==> config.mk <==
export PLATFORM = sky130hd
export DESIGN_NAME = htif_host_responder
export DESIGN_NICKNAME = d
export VERILOG_FILES = /design/src/rtl/htif_pkg.sv /design/src/rtl/htif_watchdog.sv /design/src/rtl/htif_host_responder.sv
export SDC_FILE = /design/constraint.sdc
export NUM_CORES = 1
export LEC_CHECK = 0
export BUFFER_PORTS_ARGS = -buffer_cell sky130_fd_sc_hd__buf_2
export CORE_AREA = 2 2 228 230
export DETAILED_ROUTE_END_ITERATION = 10
export DIE_AREA = 0 0 230 232
export PLACE_DENSITY = 0.52
export SYNTH_ARGS = -nofsm -noshare
export SYNTH_HDL_FRONTEND = slang
export SYNTH_SLANG_ARGS = --single-unit
export TNS_END_PERCENT = 30
==> constraint.sdc <==
create_clock -name clk_i -period 3.1 [get_ports clk_i]
set_input_delay 0.93 -clock clk_i [delete_from_list [all_inputs] [get_ports clk_i]]
set_output_delay 0.93 -clock clk_i [all_outputs]
set_load 0.1 [all_outputs]
==> src/rtl/htif_pkg.sv <==
// htif_pkg: shared constants for the HTIF host responder.
// FSM state encodings, tohost field positions, well-known words.
package htif_pkg;

   localparam logic [2:0] ST_IDLE     = 3'd0;
   localparam logic [2:0] ST_REQ      = 3'd1;
   localparam logic [2:0] ST_WAIT_RSP = 3'd2;
   localparam logic [2:0] ST_WR_FH    = 3'd3;
   localparam logic [2:0] ST_DONE     = 3'd4;

   localparam int DEV_MSB  = 63;
   localparam int CMD_MSB  = 55;
   localparam int EXIT_BIT = 0;

   localparam logic [31:0] EOT_TIMEOUT = 32'hFFFF_FFFF;
   localparam logic [7:0]  DEV_CONSOLE = 8'h01;
   localparam logic [7:0]  CMD_PUTCHAR = 8'h01;

   localparam int unsigned WDOG_W = 32;

   function automatic logic is_putchar(input logic [63:0] w);
      return (w[DEV_MSB -: 8] == DEV_CONSOLE) &&
             (w[CMD_MSB -: 8] == CMD_PUTCHAR);
   endfunction

endpackage

==> src/rtl/htif_watchdog.sv <==
// htif_watchdog: saturating cycle counter with enable and expire pulse.
// Ports: clk_i, rst_i (sync high), en_i (count), expire_o (counter hits LIMIT this edge).
module htif_watchdog #(
   parameter int unsigned W     = 32,
   parameter int unsigned LIMIT = 0
) (
   input  logic clk_i,
   input  logic rst_i,
   input  logic en_i,
   output logic expire_o
);

   // expire fires on the edge at which the count becomes LIMIT
   localparam logic [W-1:0] LIM_M1 = (LIMIT == 0) ? '0 : W'(LIMIT - 1);

   logic [W-1:0] cnt_q, cnt_d;

   always_comb begin
      cnt_d = cnt_q;
      if (en_i && (cnt_q != '1)) cnt_d = cnt_q + W'(1);
   end

   always_ff @(posedge clk_i) begin
      if (rst_i) cnt_q <= '0;
      else       cnt_q <= cnt_d;
   end

   assign expire_o = (LIMIT != 0) && en_i && (cnt_q == LIM_M1);

endmodule

==> src/rtl/htif_host_responder.sv <==
// htif_host_responder: host side of the tohost/fromhost mailbox.
// Snoops tohost stores, handles exit, forwards syscalls over svc_req/svc_rsp,
// writes the response to fromhost over wr_*, reports end_of_test_o, counts
// drops, and forces a timeout end via a watchdog.
// Option HTIF_CONSOLE_EN adds console_valid_o/console_data_o for local putchar.
module htif_host_responder
   import htif_pkg::*;
#(
   parameter int unsigned ADDR_W         = 64,
   parameter int unsigned TIMEOUT_CYCLES = 2000000
) (
   input  logic              clk_i,
   input  logic              rst_i,
   input  logic              snoop_valid_i,
   input  logic [ADDR_W-1:0] snoop_addr_i,
   input  logic [63:0]       snoop_wdata_i,
   input  logic [7:0]        snoop_be_i,
   input  logic [ADDR_W-1:0] tohost_addr_i,
   input  logic [ADDR_W-1:0] fromhost_addr_i,
   output logic              svc_req_valid_o,
   input  logic              svc_req_ready_i,
   output logic [63:0]       svc_req_data_o,
   input  logic              svc_rsp_valid_i,
   input  logic [63:0]       svc_rsp_data_i,
   output logic              wr_valid_o,
   input  logic              wr_ready_i,
   output logic [ADDR_W-1:0] wr_addr_o,
   output logic [63:0]       wr_data_o,
   output logic [31:0]       end_of_test_o,
   output logic              busy_o,
   output logic [15:0]       drop_cnt_o
`ifdef HTIF_CONSOLE_EN
   ,
   output logic              console_valid_o,
   output logic [7:0]        console_data_o
`endif
);

   logic [2:0]  state_q, state_d;
   logic [63:0] req_q, req_d;
   logic [63:0] rsp_q, rsp_d;
   logic [31:0] eot_q, eot_d;
   logic [15:0] drop_q, drop_d;

   logic hit, clr_hit, cmd_hit, bad_hit;
   logic busy, fh_en, is_con, exit_req, expire;

`ifdef HTIF_CONSOLE_EN
   logic       con_v_q, con_v_d;
   logic [7:0] con_d_q, con_d_d;
   assign is_con = is_putchar(snoop_wdata_i);
`else
   assign is_con = 1'b0;
`endif

   assign hit = snoop_valid_i && (tohost_addr_i != '0) &&
                (snoop_addr_i == tohost_addr_i);
   // a zero store is the core clearing tohost, never a command
   assign clr_hit = hit && (snoop_wdata_i == '0);
   assign cmd_hit = hit && !clr_hit && (snoop_be_i == 8'hFF);
   assign bad_hit = hit && !clr_hit && (snoop_be_i != 8'hFF);

   assign busy  = (state_q == ST_REQ) || (state_q == ST_WAIT_RSP) ||
                  (state_q == ST_WR_FH);
   assign fh_en = (fromhost_addr_i != '0);

   // exit beats a same-edge timeout
   assign exit_req = (state_q == ST_IDLE) && cmd_hit && !is_con &&
                     snoop_wdata_i[EXIT_BIT];

   htif_watchdog #(
      .W     (WDOG_W),
      .LIMIT (TIMEOUT_CYCLES)
   ) u_wdog (
      .clk_i    (clk_i),
      .rst_i    (rst_i),
      .en_i     (state_q != ST_DONE),
      .expire_o (expire)
   );

   always_comb begin
      state_d = state_q;
      req_d   = req_q;
      rsp_d   = rsp_q;
      eot_d   = eot_q;
      drop_d  = drop_q;
`ifdef HTIF_CONSOLE_EN
      con_v_d = 1'b0;
      con_d_d = con_d_q;
`endif
      unique case (state_q)
         ST_IDLE: begin
            if (cmd_hit) begin
`ifdef HTIF_CONSOLE_EN
               if (is_con) begin
                  con_v_d = 1'b1;
                  con_d_d = snoop_wdata_i[7:0];
                  rsp_d   = {DEV_CONSOLE, CMD_PUTCHAR, 48'h0};
                  state_d = fh_en ? ST_WR_FH : ST_IDLE;
               end else
`endif
               if (snoop_wdata_i[EXIT_BIT]) begin
                  eot_d   = snoop_wdata_i[31:0];
                  state_d = ST_DONE;
               end else begin
                  req_d   = snoop_wdata_i;
                  state_d = ST_REQ;
               end
            end
         end
         ST_REQ: begin
            if (svc_req_ready_i) state_d = ST_WAIT_RSP;
         end
         ST_WAIT_RSP: begin
            if (svc_rsp_valid_i) begin
               rsp_d   = svc_rsp_data_i;
               state_d = fh_en ? ST_WR_FH : ST_IDLE;
            end
         end
         ST_WR_FH: begin
            if (wr_ready_i) state_d = ST_IDLE;
         end
         ST_DONE: ;
         default: state_d = ST_IDLE;
      endcase

      if ((state_q != ST_DONE) && (bad_hit || (cmd_hit && busy)) &&
          (drop_q != 16'hFFFF))
         drop_d = drop_q + 16'd1;

      if (expire && !exit_req) begin
         state_d = ST_DONE;
         eot_d   = EOT_TIMEOUT;
`ifdef HTIF_CONSOLE_EN
         con_v_d = 1'b0;
`endif
      end
   end

   always_ff @(posedge clk_i) begin
      if (rst_i) begin
         state_q <= ST_IDLE;
         req_q   <= '0;
         rsp_q   <= '0;
         eot_q   <= '0;
         drop_q  <= '0;
`ifdef HTIF_CONSOLE_EN
         con_v_q <= 1'b0;
         con_d_q <= '0;
`endif
      end else begin
         state_q <= state_d;
         req_q   <= req_d;
         rsp_q   <= rsp_d;
         eot_q   <= eot_d;
         drop_q  <= drop_d;
`ifdef HTIF_CONSOLE_EN
         con_v_q <= con_v_d;
         con_d_q <= con_d_d;
`endif
      end
   end

   assign svc_req_valid_o = (state_q == ST_REQ);
   assign svc_req_data_o  = req_q;
   assign wr_valid_o      = (state_q == ST_WR_FH);
   assign wr_addr_o       = wr_valid_o ? fromhost_addr_i : '0;
   assign wr_data_o       = wr_valid_o ? rsp_q : '0;
   assign end_of_test_o   = eot_q;
   assign busy_o          = busy;
   assign drop_cnt_o      = drop_q;
`ifdef HTIF_CONSOLE_EN
   assign console_valid_o = con_v_q;
   assign console_data_o  = con_d_q;
`endif

endmodule

==> impl_results.md <==
* Worst-Skew Late Latency at 0.57 ns
* Syn Nets at 1625
* Placer Congestion at 0.951
* Setup TNS at 0 ns
* Antenna Nets Post-Route at 0
* Final Setup Violations at 0
* Grt ovf at 0
* Ys flop type: dfxtp_1
* Sink Count at 210
* Yosys top cell area share at 39.2%
* Critical path class: input pin to register
* Final hold violations at 0
* Max Cap Viol at 0
* First-pass GRT wire length at 71200 um
* Non-filler cells, final at 2656
* Starting Density at 21.1%
* Crit path required time at 3.52 ns
* Worst Tran Pin Value at 0.963 ns
* Max clock buf depth at 3
* RSZ-0062 raised after global routing: yes
* CORE AREA at 50900 sq um
* Mapped Cells at 1289
* Synth Register Bits at 210
* HPWL after detailed placement at 39300 um
* Width of the die at 230 um
* Vias in the first global route at 12.0k
* Vias per std cell at 4.48
* CTS buffer count at 28
* Mapped Area at 10700 sq um
* Most instantiated library cell after synthesis: dfxtp_1
* Synth top cells by count: 210 x dfxtp_1, 177 x nor2_1, 155 x nand2_1
* CP Data Arrival Time at 3.44 ns
* CTS hold repair buffers at 0
* Drt total wl at 48700 um
* Max VDD drop at 0.000371 V
* Vias at 11.9k
* Boundary pin count at 577
* Fin. max-slew vios at 0
* Rows at 83
* Synth cell types at 56
* Crit path max fanout at 15
* Post-layout min period at 3.02 ns
* Layout overhead on the synthesized area at 58.1%
* # port buffers at 575
* CTS tree: done
* Avg Synthesized Cell Area at 8.31 sq um
* Crit share post-route at 97.4%
* Cell taking the most area after synthesis: dfxtp_1
* Final Cell Area at 16900 sq um
* H-tree depth at 1
* CTS clock-pin slew for the worst setup and hold paths at 0.06 ns
* Post-Place Cell Area at 15600 sq um
* Startpoint Class: input pin
* Max Clk Rate at 331 MHz
* Die Y at 232 um
* Seq/Total Area, Yosys at 39.2%
* # DRC at 0
* Final Util at 33.3%
* Nets at 2292
* Avg WL per Cell at 18.3 um
* Initial antenna violation count at 17
* EDFF count, synth at 0
* P_leak at 7.81 nW
* Normalized max-slew margin at 35.8%
* Status: complete, no violations
* Maximum number of pins on one net before global-route repair at 117
* Hold WC Path Type: register to register
* Crit path capture type: register
* Area contributors post-synth: dfxtp_1 39%, and2_1 8.0%, nor2_1 6.2%
* DR iter-0 viols at 516
* Die area at 53400 sq um
* Async SR Flop Fraction at 0%
* Root Buffer: clkbuf_16
* Ys Warns at 0
* DR pass1 iterations at 5
* Share of post-route cells with drive strength above 1 at 40.3%
* Total placed cells including tap cells at 2601
* Power Dens Cells at 395 nW/um^2
* GRT Overall Usage at 17.2%
* Clk_skew at 0.0276 ns
-- registers in the layout, summed over array words and instances, names as in the netlist --
name	flops
drop_cnt_o	16
state_q	3
end_of_test_o	32
u_wdog.cnt_q	32
rsp_q	64
svc_req_data_o	63
-- through the flow --
step	setup WS (ns)	power, mW	hold slack (ns)
detailed placement	-1.40	3.38	0.442
global placement	-1.44	3.38	0.439
finish	0.0813	6.70	0.451
CTS	0.00535	6.83	0.450
floorplan	0.0626	2.94	0.432
global route	-0.0177	6.98	0.471
-- cell families after synthesis --
family	count (synthesis)	synth area share [%]
fa+ha+maj	3	0.327
flops	210	39.2
xor+xnor	81	6.62
other cells	1	0.0350
simple gates	710	34.8
buf+inv	86	4.74
mux	77	7.53
compound gates	121	6.72
-- final cells by class --
type                       instances  area [sq um]
clock inverter                     9           165
fill                            5527         33900
sequential                       210          4210
multi-input combinational        993          6050
antenna                            3          7.51
tap                              680           851
clock buffer                      38           788
inverter                           9          33.8
timing repair buffer             714          4840
-- cell usage in the layout, fill, tap and decap left out, types with 6 or more instances in the layout --
| cell | count |
|---|---|
| a211oi_1 | 31 |
| a21oi_1 | 74 |
| and2_1 | 136 |
| and4_1 | 8 |
| buf_12 | 44 |
| buf_2 | 450 |
| buf_4 | 212 |
| buf_6 | 6 |
| clkbuf_16 | 30 |
| dfxtp_1 | 209 |
| inv_1 | 9 |
| mux2_4 | 6 |
| mux2i_1 | 66 |
| nand2_1 | 154 |
| nand2b_1 | 23 |
| nand3_1 | 24 |
| nand4_1 | 62 |
| nor2_1 | 177 |
| nor2b_1 | 12 |
| nor3_1 | 13 |
| nor3_2 | 6 |
| nor4_1 | 55 |
| o21ai_0 | 8 |
| xnor2_1 | 58 |
| xor2_1 | 23 |
-- worst max-delay path: stages --
cell,delay [ns]
buf_2,0.12
nor4_4,0.32
buf_4,0.17
nand4_1,0.11
buf_4,0.19
nor4_4,0.49
buf_4,0.20
and4bb_4,0.20
buf_4,0.15
nand3_4,0.20
buf_4,0.16
xor2_1,0.13
nor2_1,0.05
-- power by group --
part           switching [mW]  leakage (nW)  internal [mW]
clock                    1.27         0.459           2.10
combinational           0.311          5.66          0.312
sequential            0.00249          1.69           2.70
total                    1.58          7.81           5.11
-- what timing repair did --
| action | 4_1_cts | 5_1_grt |
|---|---|---|
| endpoints found under the setup margin | 174 | 30 |
| gates cloned | 0 | 2 |
| gates resized for setup | 94 | 5 |
| pin swaps | 2 | 4 |
| setup buffers | 0 | 3 |
-- layer usage --
metal / GRT usage (%) / share of wire (%) / vias to the layer above
met5: 0 / 0.092 / -
met4: 7.34 / 4.4 / 8
met1: 19.4 / 39 / 5526
li1: - / - / 5779
met3: 3.49 / 7.0 / 105
met2: 31.4 / 50 / 478
-- path summary, 6_finish.rpt --
path	from	to	slack (ns)	cells after the start
worst max-delay path	snoop_wdata_i[58]	drop_cnt_o[0]	0.08	13
worst min-delay path	rsp_q[25]	rsp_q[25]	0.45	2
worst max register to register	u_wdog.cnt_q[3]	u_wdog.cnt_q[22]	0.69	7
worst min register to register	rsp_q[25]	rsp_q[25]	0.45	2
Power figures use the tool's default switching activity.
